$ cat src/rtl/operand_feeder.sv
// Operand feeder: buffers four-operand sets and presents one set per
// bit-serial frame to the adder, switching outputs only at frame boundaries.
module operand_feeder #(
  parameter int unsigned W     = 8,
  parameter int unsigned FRAME = 8,
  parameter int unsigned DEPTH = 2
) (
  input  logic                       clk,
  input  logic                       rst,
  input  logic                       in_valid,
  output logic                       in_ready,
  input  logic [W-1:0]               in_a,
  input  logic [W-1:0]               in_b,
  input  logic [W-1:0]               in_c,
  input  logic [W-1:0]               in_d,
  output logic [W-1:0]               a,
  output logic [W-1:0]               b,
  output logic [W-1:0]               c,
  output logic [W-1:0]               d,
  output logic                       frame_start,
  output logic                       op_valid,
  output logic [$clog2(DEPTH+1)-1:0] level
);
  localparam int unsigned LW = $clog2(DEPTH + 1);
  localparam int unsigned PW = (FRAME > 1) ? $clog2(FRAME) : 1;
  localparam int unsigned AW = (DEPTH > 1) ? $clog2(DEPTH) : 1;
  localparam int unsigned SW = 4 * W;

  logic [PW-1:0] phase;
  logic [AW-1:0] wr_ptr;
  logic [AW-1:0] rd_ptr;
  logic [SW-1:0] mem [DEPTH];
  logic [SW-1:0] head;
  logic          last_phase;
  logic          push;
  logic          pop;

  function automatic logic [AW-1:0] ptr_inc(input logic [AW-1:0] p);
    return (p == AW'(DEPTH - 1)) ? '0 : p + AW'(1);
  endfunction

  // Pop decisions use pre-edge occupancy, so a same-edge push is never popped.
  assign last_phase  = (phase == PW'(FRAME - 1));
  assign in_ready    = (level < LW'(DEPTH));
  assign push        = in_valid && in_ready;
  assign pop         = last_phase && (level != '0);
  assign frame_start = (phase == '0);
  assign head        = mem[rd_ptr];

  always_ff @(posedge clk or negedge rst) begin
    if (!rst) begin
      phase    <= '0;
      wr_ptr   <= '0;
      rd_ptr   <= '0;
      level    <= '0;
      op_valid <= 1'b0;
      a        <= '0;
      b        <= '0;
      c        <= '0;
      d        <= '0;
    end else begin
      phase <= last_phase ? '0 : phase + PW'(1);
      if (push) wr_ptr <= ptr_inc(wr_ptr);
      if (pop)  rd_ptr <= ptr_inc(rd_ptr);
      case ({push, pop})
        2'b10:   level <= level + LW'(1);
        2'b01:   level <= level - LW'(1);
        default: ;
      endcase
      // Adder operands are held for the whole frame and only reload at its end.
      if (last_phase) begin
        op_valid     <= pop;
        {a, b, c, d} <= pop ? head : '0;
      end
    end
  end

  // Storage needs no reset: pointers and level define what is live.
  always_ff @(posedge clk) begin
    if (push) mem[wr_ptr] <= {in_a, in_b, in_c, in_d};
  end

endmodule
$ cat config.mk
export PLATFORM = sky130hd
export DESIGN_NAME = operand_feeder
export DESIGN_NICKNAME = d
export VERILOG_FILES = /design/src/rtl/operand_feeder.sv
export SDC_FILE = /design/constraint.sdc
export NUM_CORES = 1
export LEC_CHECK = 0
export BUFFER_PORTS_ARGS = -buffer_cell sky130_fd_sc_hd__buf_2
export CAP_MARGIN = 20
export CORE_ASPECT_RATIO = 1.2
export CORE_MARGIN = 1
export CORE_UTILIZATION = 31
export CTS_BUF_LIST = sky130_fd_sc_hd__clkbuf_4
export DETAILED_ROUTE_END_ITERATION = 12
export PLACE_DENSITY = 0.52
export SLEW_MARGIN = 40
export SYNTH_ARGS = -nofsm -noshare
export SYNTH_HDL_FRONTEND = slang
export SYNTH_SLANG_ARGS = --single-unit
$ cat constraint.sdc
create_clock -name clk -period 3 [get_ports clk]
set_clock_uncertainty 0.05 [all_clocks]
set_input_delay 0.6 -clock clk [delete_from_list [all_inputs] [get_ports clk]]
set_output_delay 0.6 -clock clk [all_outputs]
set_load 0.05 [all_outputs]
==> results of run 1 <==
[synth_stat cells]
cell type and n:
sky130_fd_sc_hd__clkbuf_1 2, sky130_fd_sc_hd__buf_8 3, sky130_fd_sc_hd__mux2i_1 32, sky130_fd_sc_hd__inv_1 37, sky130_fd_sc_hd__o21ai_4 1, sky130_fd_sc_hd__nand2_1 1
sky130_fd_sc_hd__xnor2_1 5, sky130_fd_sc_hd__and3_1 1, sky130_fd_sc_hd__o22ai_1 32, sky130_fd_sc_hd__buf_4 2, sky130_fd_sc_hd__o21ai_0 1, sky130_fd_sc_hd__nor2b_1 2
sky130_fd_sc_hd__buf_2 1, sky130_fd_sc_hd__nor2_1 3, sky130_fd_sc_hd__buf_6 3, sky130_fd_sc_hd__edfxtp_1 64, sky130_fd_sc_hd__dfrtp_1 40, sky130_fd_sc_hd__ha_1 4
[registers in the layout, summed over array words and instances, names as in the netlist]
name      flops
d             8
mem          64
op_valid      1
c             8
rd_ptr        1
a             8
level         2
wr_ptr        1
phase         3
b             8
[routing by layer]
metal / part of all wire [%] / up-vias / GRT usage (%) / routed length [um]
li1: - / 987 / - / -
met3: 3.9 / 13 / 2.30 / 265
met5: 0 / - / 0 / 0
met4: 2.8 / 0 / 8.15 / 188
met2: 50 / 45 / 19.1 / 3420
met1: 43 / 979 / 13.1 / 2960
[worst paths after layout]
path | start | endpoint | slack [ns] | cells after the start
max reg2reg | phase[0] | level[1] | 1.29 | 7
max in group asynchronous | rst | rd_ptr | 2.43 | 1
min reg2reg | phase[0] | phase[0] | 0.41 | 1
max | phase[0] | frame_start | 0.90 | 4
min | rst | d[2] | 0.06 | 1
min in group clk | in_a[3] | mem[0][27] | 0.27 | 1
[worst register-to-register path, stage by stage (launching register included)]
cell                      delay (ns)
sky130_fd_sc_hd__dfrtp_1        0.42
sky130_fd_sc_hd__ha_1           0.20
sky130_fd_sc_hd__ha_2           0.19
sky130_fd_sc_hd__o21ai_4        0.13
sky130_fd_sc_hd__inv_1          0.08
sky130_fd_sc_hd__ha_1           0.31
sky130_fd_sc_hd__nor2_1         0.14
sky130_fd_sc_hd__xnor2_1        0.12
[per-stage QoR]
stage	std cells	utilization (%)	setup slack, ns
detailed placement	459	36.1	1.10
global route	475	37.6	0.811
global placement	457	35.8	0.922
CTS	475	37.6	0.843
floorplan	234	-	0.434
finish	475	37.6	0.897
[cell families after synthesis]
| group | share of synthesized area [%] |
|---|---|
| xor gates and xnor gates | 1.14 |
| and+or+nand+nor | 0.880 |
| AOI/OAI and AO/OA | 5.77 |
| DFF | 76.2 |
| buffers and inverters | 6.39 |
| adders and majority gates | 1.30 |
| muxes | 8.35 |
[power breakdown]
group	total [mW]	internal, mW	switching (mW)
clock network	0.867	0.429	0.438
logic	1.73	0.487	1.24
registers	2.24	1.95	0.293
[cell type report]
class / instances / share of cell area [%]
flip-flops and latches: 104 / 64.6
multi-input cells: 82 / 15.1
repair buffers: 75 / 8.80
well taps: 161 / 4.44
inverters: 37 / 3.06
clock inverters: 6 / 2.37
clock buffers: 10 / 1.66
==> flow_results.xml, run 1 <==
<?xml version="1.0" encoding="UTF-8"?>
<metrics>
  <group name="worst_setup_path">
    <metric name="worstPathBufferInverterCount" unit="">2</metric>
    <metric name="crit_path_max_incr_delay" unit="ns">0.42</metric>
    <metric name="critical_path.top_delay_family" unit="">flip-flops</metric>
    <metric name="worst_setup_ep_type" unit="">primary output</metric>
    <metric name="cpMaxStageDelayCell" unit="">sky130_fd_sc_hd__dfrtp_1</metric>
    <metric name="critical_path_required" unit="ns">2.35</metric>
    <metric name="worstPathMaxFanout" unit="">3</metric>
    <metric name="timing.critical_path.from_type" unit="">register</metric>
    <metric name="data_arrival_time_at_the_worst_slack_endpoint" unit="ns">1.45</metric>
    <metric name="criticalPathCategory" unit="">reg -&gt; out</metric>
    <metric name="path_cells" unit="">inv_1, ha_1, nor2b_1, buf_2</metric>
  </group>
  <group name="sta">
    <metric name="max_freq" unit="MHz">476</metric>
    <metric name="fin_crit_sh" unit="%">70.1</metric>
    <metric name="worst_slew_margin_rel" unit="%">60.0</metric>
    <metric name="timing.final.max_slew_violations" unit="">0</metric>
    <metric name="whs" unit="ns">0.0560</metric>
    <metric name="tightest_slew" unit="ns">0.600</metric>
    <metric name="fin_crit" unit="ns">2.10</metric>
    <metric name="report.final.hold_viol_count" unit="">0</metric>
    <metric name="final-setup-viol-count" unit="">0</metric>
    <metric name="fin_tns_setup" unit="ns">0</metric>
    <metric name="grt_setup_unrepaired" unit="">false</metric>
  </group>
  <group name="cells_and_area">
    <metric name="antennaDiodeCount" unit="">0</metric>
    <metric name="nNetsFinal" unit="">348</metric>
    <metric name="area_growth" unit="%">18.1</metric>
    <metric name="most_frequent_standard_cell_in_the_layout_excluding_fill_and_tap_cells" unit="">sky130_fd_sc_hd__buf_2</metric>
    <metric name="layout-drive-gt1-share" unit="%">30.6</metric>
    <metric name="final_cell_mix" unit="">70 x sky130_fd_sc_hd__buf_2, 64 x sky130_fd_sc_hd__edfxtp_1, 39 x sky130_fd_sc_hd__dfrtp_1, 37 x sky130_fd_sc_hd__inv_1</metric>
    <metric name="post-route-cell-area" unit="mm^2">0.00453</metric>
    <metric name="multi_input_comb_area" unit="um^2">684</metric>
    <metric name="sequential_area" unit="mm^2">0.00293</metric>
    <metric name="nFillCells" unit="">1148</metric>
  </group>
  <group name="yosys">
    <metric name="ys_seq_area_share" unit="%">76.2</metric>
    <metric name="ys_top_cells_by_area" unit="">sky130_fd_sc_hd__edfxtp_1 50%, sky130_fd_sc_hd__dfrtp_1 26%, sky130_fd_sc_hd__mux2i_1 8.3%, sky130_fd_sc_hd__o22ai_1 5.2%, sky130_fd_sc_hd__inv_1 3.6%</metric>
    <metric name="synth-seq-cells" unit="">104</metric>
    <metric name="synth-warning-count" unit="">0</metric>
    <metric name="mappedNetlistNets" unit="">273</metric>
    <metric name="synth.avg_cell_area" unit="um^2">16.4</metric>
    <metric name="synthDominantAreaCellType" unit="">sky130_fd_sc_hd__edfxtp_1</metric>
    <metric name="syn-cell-area" unit="mm^2">0.00384</metric>
    <metric name="synth_top_area_share" unit="%">50.1</metric>
    <metric name="ys_types" unit="">18</metric>
    <metric name="netlist_instances" unit="">234</metric>
  </group>
  <group name="clock_tree">
    <metric name="worst_skew_pair.late_latency" unit="ns">0.45</metric>
    <metric name="cts_tree" unit="">built</metric>
    <metric name="cts_buffers" unit="">9</metric>
    <metric name="cts_num_sinks" unit="">104</metric>
    <metric name="clk_root_buffer_cell" unit="">sky130_fd_sc_hd__clkbuf_4</metric>
    <metric name="path_clk_slew" unit="ns">0.14</metric>
    <metric name="post-cts-setup-buffers" unit="">0</metric>
    <metric name="postCtsResizedCells" unit="">0</metric>
    <metric name="number_of_buffers_between_clock_root_and_the_deepest_sink" unit="">2</metric>
    <metric name="ctsHtreeMaxLevel" unit="">3</metric>
    <metric name="cts_hold_buf" unit="">0</metric>
  </group>
  <group name="place">
    <metric name="place_area" unit="mm^2">0.00435</metric>
    <metric name="port-buffer-count" unit="">71</metric>
    <metric name="dp_hpwl" unit="um">4420</metric>
    <metric name="routability_congestion_estimate_from_global_placement" unit="">0.663</metric>
  </group>
  <group name="global_route">
    <metric name="antenna_found_initial" unit="">1</metric>
    <metric name="first_global_vias" unit="">2073</metric>
    <metric name="globalRouteOverflowTotal" unit="">0</metric>
    <metric name="grt_usage" unit="%">11.3</metric>
    <metric name="pin_count_of_the_biggest_net_entering_global_routing" unit="">41</metric>
    <metric name="grt_first_pass_wirelength" unit="um">10600</metric>
  </group>
  <group name="floorplanning">
    <metric name="io_pins" unit="">72</metric>
    <metric name="dieWidth" unit="um">104</metric>
    <metric name="die_height" unit="um">124</metric>
    <metric name="core_region_area" unit="mm^2">0.0121</metric>
    <metric name="starting_density_of_the_core" unit="%">31.8</metric>
    <metric name="core.rowCount" unit="">44</metric>
    <metric name="dieArea" unit="mm^2">0.0128</metric>
  </group>
  <group name="routing">
    <metric name="drc_errors" unit="">0</metric>
    <metric name="postRouteWirelength" unit="um">6830</metric>
    <metric name="initialDrtViolationCount" unit="">53</metric>
    <metric name="detail_route.first_pass.iterations" unit="">4</metric>
    <metric name="wl_per_cell" unit="um">14.4</metric>
    <metric name="num_vias" unit="">2024</metric>
    <metric name="drt-vias-per-instance" unit="">4.26</metric>
    <metric name="ant_nets" unit="">0</metric>
  </group>
  <group name="status">
    <metric name="status" unit="">finished clean</metric>
  </group>
  <group name="power_and_ir_drop">
    <metric name="leakage" unit="nW">1.95</metric>
    <metric name="ir_worst_vdd" unit="V">0.000322</metric>
    <metric name="finalPower" unit="mW">4.83</metric>
    <metric name="power_density" unit="mW/mm^2">1070</metric>
  </group>
  <group name="job">
    <metric name="max_cap_viol_count" unit="">0</metric>
  </group>
  <group name="hold_path">
    <metric name="hold_path_class" unit="">in -&gt; async</metric>
  </group>
</metrics>
(Power assumes the default switching activity.)
==> inputs of run 2 (changes only) <==
--- a/config.mk
+++ b/config.mk
@@ -12,7 +12,7 @@
 export CORE_UTILIZATION = 31
 export CTS_BUF_LIST = sky130_fd_sc_hd__clkbuf_4
 export DETAILED_ROUTE_END_ITERATION = 12
-export PLACE_DENSITY = 0.52
+export PLACE_DENSITY = 0.53
 export SLEW_MARGIN = 40
 export SYNTH_ARGS = -nofsm -noshare
 export SYNTH_HDL_FRONTEND = slang
==> constraint.sdc (replaced) <==
create_clock -name clk -period 1.8 [get_ports clk]
set_clock_uncertainty 0.05 [all_clocks]
set_input_delay 0.36 -clock clk [delete_from_list [all_inputs] [get_ports clk]]
set_output_delay 0.36 -clock clk [all_outputs]
set_load 0.05 [all_outputs]
==> run 2 against run 1 <==
Compared with the run above: sequential share of layout area down 1.1 points; die area unchanged; power is 63% higher; sequential cell count stayed put; first-iteration DRC count rose by 28%; sequential power grew 58%; setup slack worse by 0.86 ns; non-clock buffer count increased by 8; final cell count rose by 1.9%; register-to-register slack lost 1.2 ns; largest power group unchanged.
==> flow_results.xml, run 2 (same netlist as run 1, synthesis figures left out) <==
<?xml version="1.0" encoding="UTF-8"?>
<metrics>
  <group name="cells_and_area">
    <metric name="final_cell_mix" unit="">70 x sky130_fd_sc_hd__buf_2, 64 x sky130_fd_sc_hd__edfxtp_1, 38 x sky130_fd_sc_hd__dfrtp_1, 36 x sky130_fd_sc_hd__inv_1</metric>
    <metric name="multi_input_comb_area" unit="um^2">701</metric>
    <metric name="most_frequent_standard_cell_in_the_layout_excluding_fill_and_tap_cells" unit="">sky130_fd_sc_hd__buf_2</metric>
    <metric name="nFillCells" unit="">1153</metric>
    <metric name="finish.utilization" unit="%">38.2</metric>
    <metric name="layout-drive-gt1-share" unit="%">32.9</metric>
    <metric name="register_ranked_first_by_flip_flop_count" unit="">mem</metric>
    <metric name="post-route-cell-area" unit="mm^2">0.00461</metric>
    <metric name="nNetsFinal" unit="">356</metric>
    <metric name="largest_register_ffs" unit="">64</metric>
    <metric name="sequential_area" unit="mm^2">0.00293</metric>
    <metric name="area_growth" unit="%">20.1</metric>
  </group>
  <group name="hold_path">
    <metric name="hold_path_class" unit="">in -&gt; reg</metric>
    <metric name="worstHoldStart" unit="">in_c[5]</metric>
  </group>
  <group name="sta">
    <metric name="final-setup-viol-count" unit="">0</metric>
    <metric name="report.final.hold_viol_count" unit="">0</metric>
    <metric name="tightest_slew" unit="ns">0.489</metric>
    <metric name="fin_tns_setup" unit="ns">0</metric>
    <metric name="worst_slew_margin_rel" unit="%">67.4</metric>
    <metric name="timing.final.max_slew_violations" unit="">0</metric>
    <metric name="whs" unit="ns">0.0389</metric>
    <metric name="max_freq" unit="MHz">568</metric>
    <metric name="fin_crit_sh" unit="%">97.8</metric>
    <metric name="fin_crit" unit="ns">1.76</metric>
    <metric name="setup_ws" unit="ns">0.0402</metric>
    <metric name="grt_setup_unrepaired" unit="">true</metric>
  </group>
  <group name="place">
    <metric name="port-buffer-count" unit="">71</metric>
    <metric name="routability_congestion_estimate_from_global_placement" unit="">0.673</metric>
    <metric name="dp_hpwl" unit="um">4400</metric>
    <metric name="place_area" unit="mm^2">0.00441</metric>
    <metric name="post-place-ws" unit="ns">0.204</metric>
  </group>
  <group name="global_route">
    <metric name="grt_first_pass_wirelength" unit="um">11000</metric>
    <metric name="first_global_vias" unit="">2138</metric>
    <metric name="pin_count_of_the_biggest_net_entering_global_routing" unit="">36</metric>
    <metric name="globalRouteOverflowTotal" unit="">0</metric>
    <metric name="antenna_found_initial" unit="">1</metric>
    <metric name="grt_usage" unit="%">11.6</metric>
  </group>
  <group name="worst_setup_path">
    <metric name="data_arrival_time_at_the_worst_slack_endpoint" unit="ns">1.35</metric>
    <metric name="criticalPathCategory" unit="">reg -&gt; out</metric>
    <metric name="worst_setup_ep_type" unit="">primary output</metric>
    <metric name="timing.critical_path.from_type" unit="">register</metric>
    <metric name="critical_path.startpoint" unit="">phase[0]</metric>
    <metric name="timing.rr.start" unit="">phase[0]</metric>
    <metric name="worstPathMaxFanout" unit="">2</metric>
    <metric name="critical_path_required" unit="ns">1.39</metric>
  </group>
  <group name="clock_tree">
    <metric name="worst_skew_pair.late_latency" unit="ns">0.45</metric>
    <metric name="clk_root_buffer_cell" unit="">sky130_fd_sc_hd__clkbuf_4</metric>
    <metric name="cts_num_sinks" unit="">104</metric>
    <metric name="ctsHtreeMaxLevel" unit="">3</metric>
    <metric name="cts_tree" unit="">built</metric>
    <metric name="number_of_buffers_between_clock_root_and_the_deepest_sink" unit="">2</metric>
    <metric name="path_clk_slew" unit="ns">0.15</metric>
    <metric name="cts_buffers" unit="">9</metric>
  </group>
  <group name="power_and_ir_drop">
    <metric name="power_density" unit="mW/mm^2">1710</metric>
    <metric name="ir_worst_vdd" unit="V">0.000651</metric>
    <metric name="leakage" unit="nW">1.97</metric>
  </group>
  <group name="floorplanning">
    <metric name="dieWidth" unit="um">104</metric>
    <metric name="io_pins" unit="">72</metric>
    <metric name="die_height" unit="um">124</metric>
    <metric name="starting_density_of_the_core" unit="%">31.8</metric>
    <metric name="dieArea" unit="mm^2">0.0128</metric>
    <metric name="core_region_area" unit="mm^2">0.0121</metric>
    <metric name="core.rowCount" unit="">44</metric>
  </group>
  <group name="routing">
    <metric name="drt-vias-per-instance" unit="">4.35</metric>
    <metric name="wl_per_cell" unit="um">14.7</metric>
    <metric name="ant_nets" unit="">0</metric>
    <metric name="num_vias" unit="">2105</metric>
    <metric name="postRouteWirelength" unit="um">7100</metric>
    <metric name="detail_route.first_pass.iterations" unit="">3</metric>
    <metric name="drc_errors" unit="">0</metric>
    <metric name="initialDrtViolationCount" unit="">68</metric>
  </group>
  <group name="job">
    <metric name="max_cap_viol_count" unit="">0</metric>
  </group>
  <group name="status">
    <metric name="status" unit="">finished clean</metric>
  </group>
</metrics>
## run 2: cell count changes in the layout (fill, tap and decap cells not counted), sizes merged
cell and delta:
bufinv -2, clkinvlp +1, diode +1, dlygate4sd3 +3, buf +5, clkinv +2, inv -1
## run 2: worst paths after layout
path / endpoint / slack, ns / cells past startpoint
min: mem[0][13] / 0.04 / 1
min in group asynchronous: b[0] / 0.33 / 2
max in group asynchronous: a[0] / 0.86 / 3
max reg2reg: b[6] / 0.12 / 6
min reg2reg: phase[0] / 0.47 / 2
max: frame_start / 0.04 / 4
## run 2: what timing repair did
| item | in CTS | in global routing |
|---|---|---|
| pin swaps | 0 | 1 |
| endpoints found under the setup margin | 1 | 1 |
| setup buffers | 1 | 0 |
| resized for setup | 3 | 3 |
| endpoints found under the hold margin | 18 | 3 |
| hold buffers | 1 | 2 |
| cloned | 0 | 0 |
## run 2: final cells by class
class | count | area share [%]
Multi-Input combinational cell | 82 | 15.2
Timing Repair Buffer | 83 | 10.9
Antenna cell | 1 | 0.0543
Clock buffer | 10 | 1.63
Tap cell | 161 | 4.37
Sequential cell | 104 | 63.5
Clock inverter | 6 | 1.30
Inverter | 37 | 3.10
## run 2: per-stage QoR
stage,power (mW),cells
5_1_grt,8.32,483
2_1_floorplan,6.07,234
3_3_place_gp,6.79,463
6_report,7.89,484
3_5_place_dp,6.83,463
4_1_cts,8.01,481
## run 2: where the power goes
| group | internal, mW | switching [mW] |
|---|---|---|
| registers | 3.24 | 0.302 |
| clock network | 0.433 | 0.726 |
| logic | 0.894 | 2.29 |
## run 2: layer usage
layer | routed length, um | global-route usage (%) | part of all wire [%] | up-vias
met4 | 149 | 6.61 | 2.1 | 0
met3 | 247 | 2.62 | 3.5 | 12
met5 | 0 | 0 | 0 | -
met1 | 2920 | 12.7 | 41 | 1058
li1 | - | - | - | 996
met2 | 3780 | 21.2 | 53 | 39
## run 2: worst max-delay path, stage by stage, from the launching register on
cell and delay [ns]:
sky130_fd_sc_hd__dfrtp_1 0.40, sky130_fd_sc_hd__inv_1 0.06, sky130_fd_sc_hd__ha_2 0.15, sky130_fd_sc_hd__nor2b_4 0.14, sky130_fd_sc_hd__buf_8 0.15
==> inputs of run 3 (changes only) <==
--- a/config.mk
+++ b/config.mk
@@ -9,10 +9,11 @@
 export CAP_MARGIN = 20
 export CORE_ASPECT_RATIO = 1.2
 export CORE_MARGIN = 1
-export CORE_UTILIZATION = 31
+export CORE_UTILIZATION = 50
 export CTS_BUF_LIST = sky130_fd_sc_hd__clkbuf_4
 export DETAILED_ROUTE_END_ITERATION = 12
-export PLACE_DENSITY = 0.53
+export GPL_TIMING_DRIVEN = 0
+export PLACE_DENSITY = 0.81
 export SLEW_MARGIN = 40
 export SYNTH_ARGS = -nofsm -noshare
 export SYNTH_HDL_FRONTEND = slang
==> run 3 against run 2 <==
Compared with the run above: power decreased by 0.89%; sequential cell count unchanged; sequential power about the same; utilization increased by 23 points; setup slack got worse by 0.025 ns; critical path depth unchanged; final cell count decreased by 14%; critical endpoint unchanged; worst hold slack improved by 0.012 ns; via count decreased by 0.71%; register-to-register slack got worse by 0.05 ns; sequential share of layout area increased by 1.1 points.
==> flow_results.xml, run 3 (same netlist as run 1, synthesis figures left out) <==
<?xml version="1.0" encoding="UTF-8"?>
<metrics>
  <group name="worst_setup_path">
    <metric name="worst_setup_ep_type" unit="">primary output</metric>
    <metric name="worst_r2r_path_depth" unit="">9</metric>
    <metric name="timing.critical_path.from_type" unit="">register</metric>
    <metric name="critical_path.reg2reg.endpoint" unit="">level[1]</metric>
    <metric name="critical_path.startpoint" unit="">phase[0]</metric>
    <metric name="worst_setup_path_endpoint" unit="">frame_start</metric>
    <metric name="data_arrival_time_at_the_worst_slack_endpoint" unit="ns">1.38</metric>
    <metric name="worstPathMaxFanout" unit="">3</metric>
    <metric name="timing.rr.start" unit="">phase[0]</metric>
    <metric name="critical_path_required" unit="ns">1.39</metric>
    <metric name="criticalPathCategory" unit="">reg -&gt; out</metric>
    <metric name="timing.reg2reg.setup_slack" unit="ns">0.07</metric>
  </group>
  <group name="sta">
    <metric name="fin_crit_sh" unit="%">99.2</metric>
    <metric name="fin_crit" unit="ns">1.79</metric>
    <metric name="worst_slew_margin_rel" unit="%">64.5</metric>
    <metric name="timing.final.max_slew_violations" unit="">0</metric>
    <metric name="final-setup-viol-count" unit="">0</metric>
    <metric name="report.final.hold_viol_count" unit="">0</metric>
    <metric name="grt_setup_unrepaired" unit="">true</metric>
    <metric name="max_freq" unit="MHz">560</metric>
    <metric name="tightest_slew" unit="ns">0.531</metric>
  </group>
  <group name="global_route">
    <metric name="antenna_found_initial" unit="">0</metric>
    <metric name="first_global_vias" unit="">2147</metric>
    <metric name="grt_first_pass_wirelength" unit="um">10200</metric>
    <metric name="grt_usage" unit="%">17.7</metric>
    <metric name="pin_count_of_the_biggest_net_entering_global_routing" unit="">41</metric>
    <metric name="globalRouteOverflowTotal" unit="">0</metric>
  </group>
  <group name="routing">
    <metric name="drc_errors" unit="">0</metric>
    <metric name="wl_per_cell" unit="um">15.4</metric>
    <metric name="detail_route.first_pass.iterations" unit="">4</metric>
    <metric name="initialDrtViolationCount" unit="">77</metric>
    <metric name="num_vias" unit="">2090</metric>
    <metric name="ant_nets" unit="">0</metric>
    <metric name="drt-vias-per-instance" unit="">5.05</metric>
    <metric name="postRouteWirelength" unit="um">6380</metric>
  </group>
  <group name="clock_tree">
    <metric name="cts_num_sinks" unit="">104</metric>
    <metric name="cts_buffers" unit="">9</metric>
    <metric name="worst_skew_pair.late_latency" unit="ns">0.43</metric>
    <metric name="ctsHtreeMaxLevel" unit="">3</metric>
    <metric name="cts_tree" unit="">built</metric>
    <metric name="path_clk_slew" unit="ns">0.16</metric>
    <metric name="clk_root_buffer_cell" unit="">sky130_fd_sc_hd__clkbuf_4</metric>
    <metric name="number_of_buffers_between_clock_root_and_the_deepest_sink" unit="">2</metric>
  </group>
  <group name="cells_and_area">
    <metric name="post-route-cell-area" unit="mm^2">0.00453</metric>
    <metric name="multi_input_comb_area" unit="um^2">714</metric>
    <metric name="register_ranked_first_by_flip_flop_count" unit="">mem</metric>
    <metric name="nNetsFinal" unit="">358</metric>
    <metric name="fin_cells" unit="">414</metric>
    <metric name="area_growth" unit="%">18.0</metric>
    <metric name="antennaDiodeCount" unit="">0</metric>
    <metric name="most_frequent_standard_cell_in_the_layout_excluding_fill_and_tap_cells" unit="">sky130_fd_sc_hd__buf_2</metric>
    <metric name="sequential_area" unit="mm^2">0.00292</metric>
    <metric name="layout-drive-gt1-share" unit="%">33.0</metric>
    <metric name="nFillCells" unit="">558</metric>
    <metric name="largest_register_ffs" unit="">64</metric>
    <metric name="final_cell_mix" unit="">70 x sky130_fd_sc_hd__buf_2, 64 x sky130_fd_sc_hd__edfxtp_1, 39 x sky130_fd_sc_hd__dfrtp_1, 36 x sky130_fd_sc_hd__inv_1</metric>
  </group>
  <group name="hold_path">
    <metric name="hold_path_class" unit="">in -&gt; reg</metric>
  </group>
  <group name="floorplanning">
    <metric name="core_region_area" unit="mm^2">0.00736</metric>
    <metric name="starting_density_of_the_core" unit="%">52.1</metric>
    <metric name="core.rowCount" unit="">34</metric>
    <metric name="dieWidth" unit="um">82.0</metric>
    <metric name="dieArea" unit="mm^2">0.00803</metric>
    <metric name="die_height" unit="um">98.0</metric>
    <metric name="io_pins" unit="">72</metric>
  </group>
  <group name="place">
    <metric name="place.detailed.instances" unit="">396</metric>
    <metric name="place_area" unit="mm^2">0.00437</metric>
    <metric name="port-buffer-count" unit="">71</metric>
    <metric name="routability_congestion_estimate_from_global_placement" unit="">0.739</metric>
    <metric name="dp_hpwl" unit="um">4250</metric>
  </group>
  <group name="power_and_ir_drop">
    <metric name="ir_worst_vdd" unit="V">0.000832</metric>
    <metric name="power_density" unit="mW/mm^2">1730</metric>
    <metric name="leakage" unit="nW">1.96</metric>
  </group>
  <group name="job">
    <metric name="max_cap_viol_count" unit="">0</metric>
  </group>
  <group name="status">
    <metric name="status" unit="">finished clean</metric>
  </group>
</metrics>
-- run 3: worst min-delay path by stage --
stage | startpoint | endpoint | cells after the start | slack [ns]
after detailed placement | rst | d[6] | 1 | 0.33
after global routing | in_a[4] | mem[1][28] | 1 | 0.02
after floorplan | rst | a[0] | 0 | 0.01
after CTS | in_b[4] | mem[1][20] | 1 | 0.02
after global placement | phase[0] | phase[0] | 1 | 0.39
final | in_b[3] | mem[1][19] | 1 | 0.05
-- run 3: layer usage --
layer | vias to the layer above | GRT usage (%) | wire length (um)
met3 | 12 | 3.93 | 244
met5 | - | 0 | 0
met2 | 43 | 30.0 | 3500
li1 | 1009 | - | -
met4 | 0 | 8.50 | 142
met1 | 1026 | 20.9 | 2490
-- run 3: critical path, stage by stage, from the launching register on --
cell	delay [ns]
sky130_fd_sc_hd__dfrtp_1	0.43
sky130_fd_sc_hd__inv_1	0.07
sky130_fd_sc_hd__ha_2	0.16
sky130_fd_sc_hd__nor2b_4	0.13
sky130_fd_sc_hd__buf_6	0.16
-- run 3: layout make-up --
class,instances,area share (%)
timing repair buffer,75,9.20
multi-input combinational,82,15.8
clock buffer,10,1.66
buffer,10,2.18
sequential,104,64.6
tap,90,2.49
clock inverter,6,0.967
inverter,37,3.15
-- run 3: per-stage QoR --
stage | hold WS, ns | TNS (ns) | setup slack, ns | total power, mW | utilization, %
final | 0.0512 | 0 | 0.0148 | 7.82 | 61.5
after global routing | 0.0159 | -0.0605 | -0.0451 | 8.23 | 61.5
after CTS | 0.0195 | -0.0137 | -0.0116 | 7.89 | 61.3
after detailed placement | 0.328 | -0.242 | -0.192 | 6.87 | 59.3
after global placement | 0.390 | -1.63 | -0.102 | 6.74 | 58.9
after floorplan | 0.0144 | -3.93 | -0.0853 | 6.07 | -
-- run 3: power breakdown --
part	internal [mW]	switching (mW)	total, mW
Clock	0.303	0.726	1.03
Combinational	0.945	2.30	3.25
Sequential	3.24	0.302	3.54
-- run 3: repair_timing --
action | CTS | global route
setup buffers | 2 | 0
hold buffers | 1 | 0
resized for setup | 5 | 2
hold endpoints to repair | 40 | 0
setup endpoints to repair | 3 | 34
pin swaps | 4 | 1
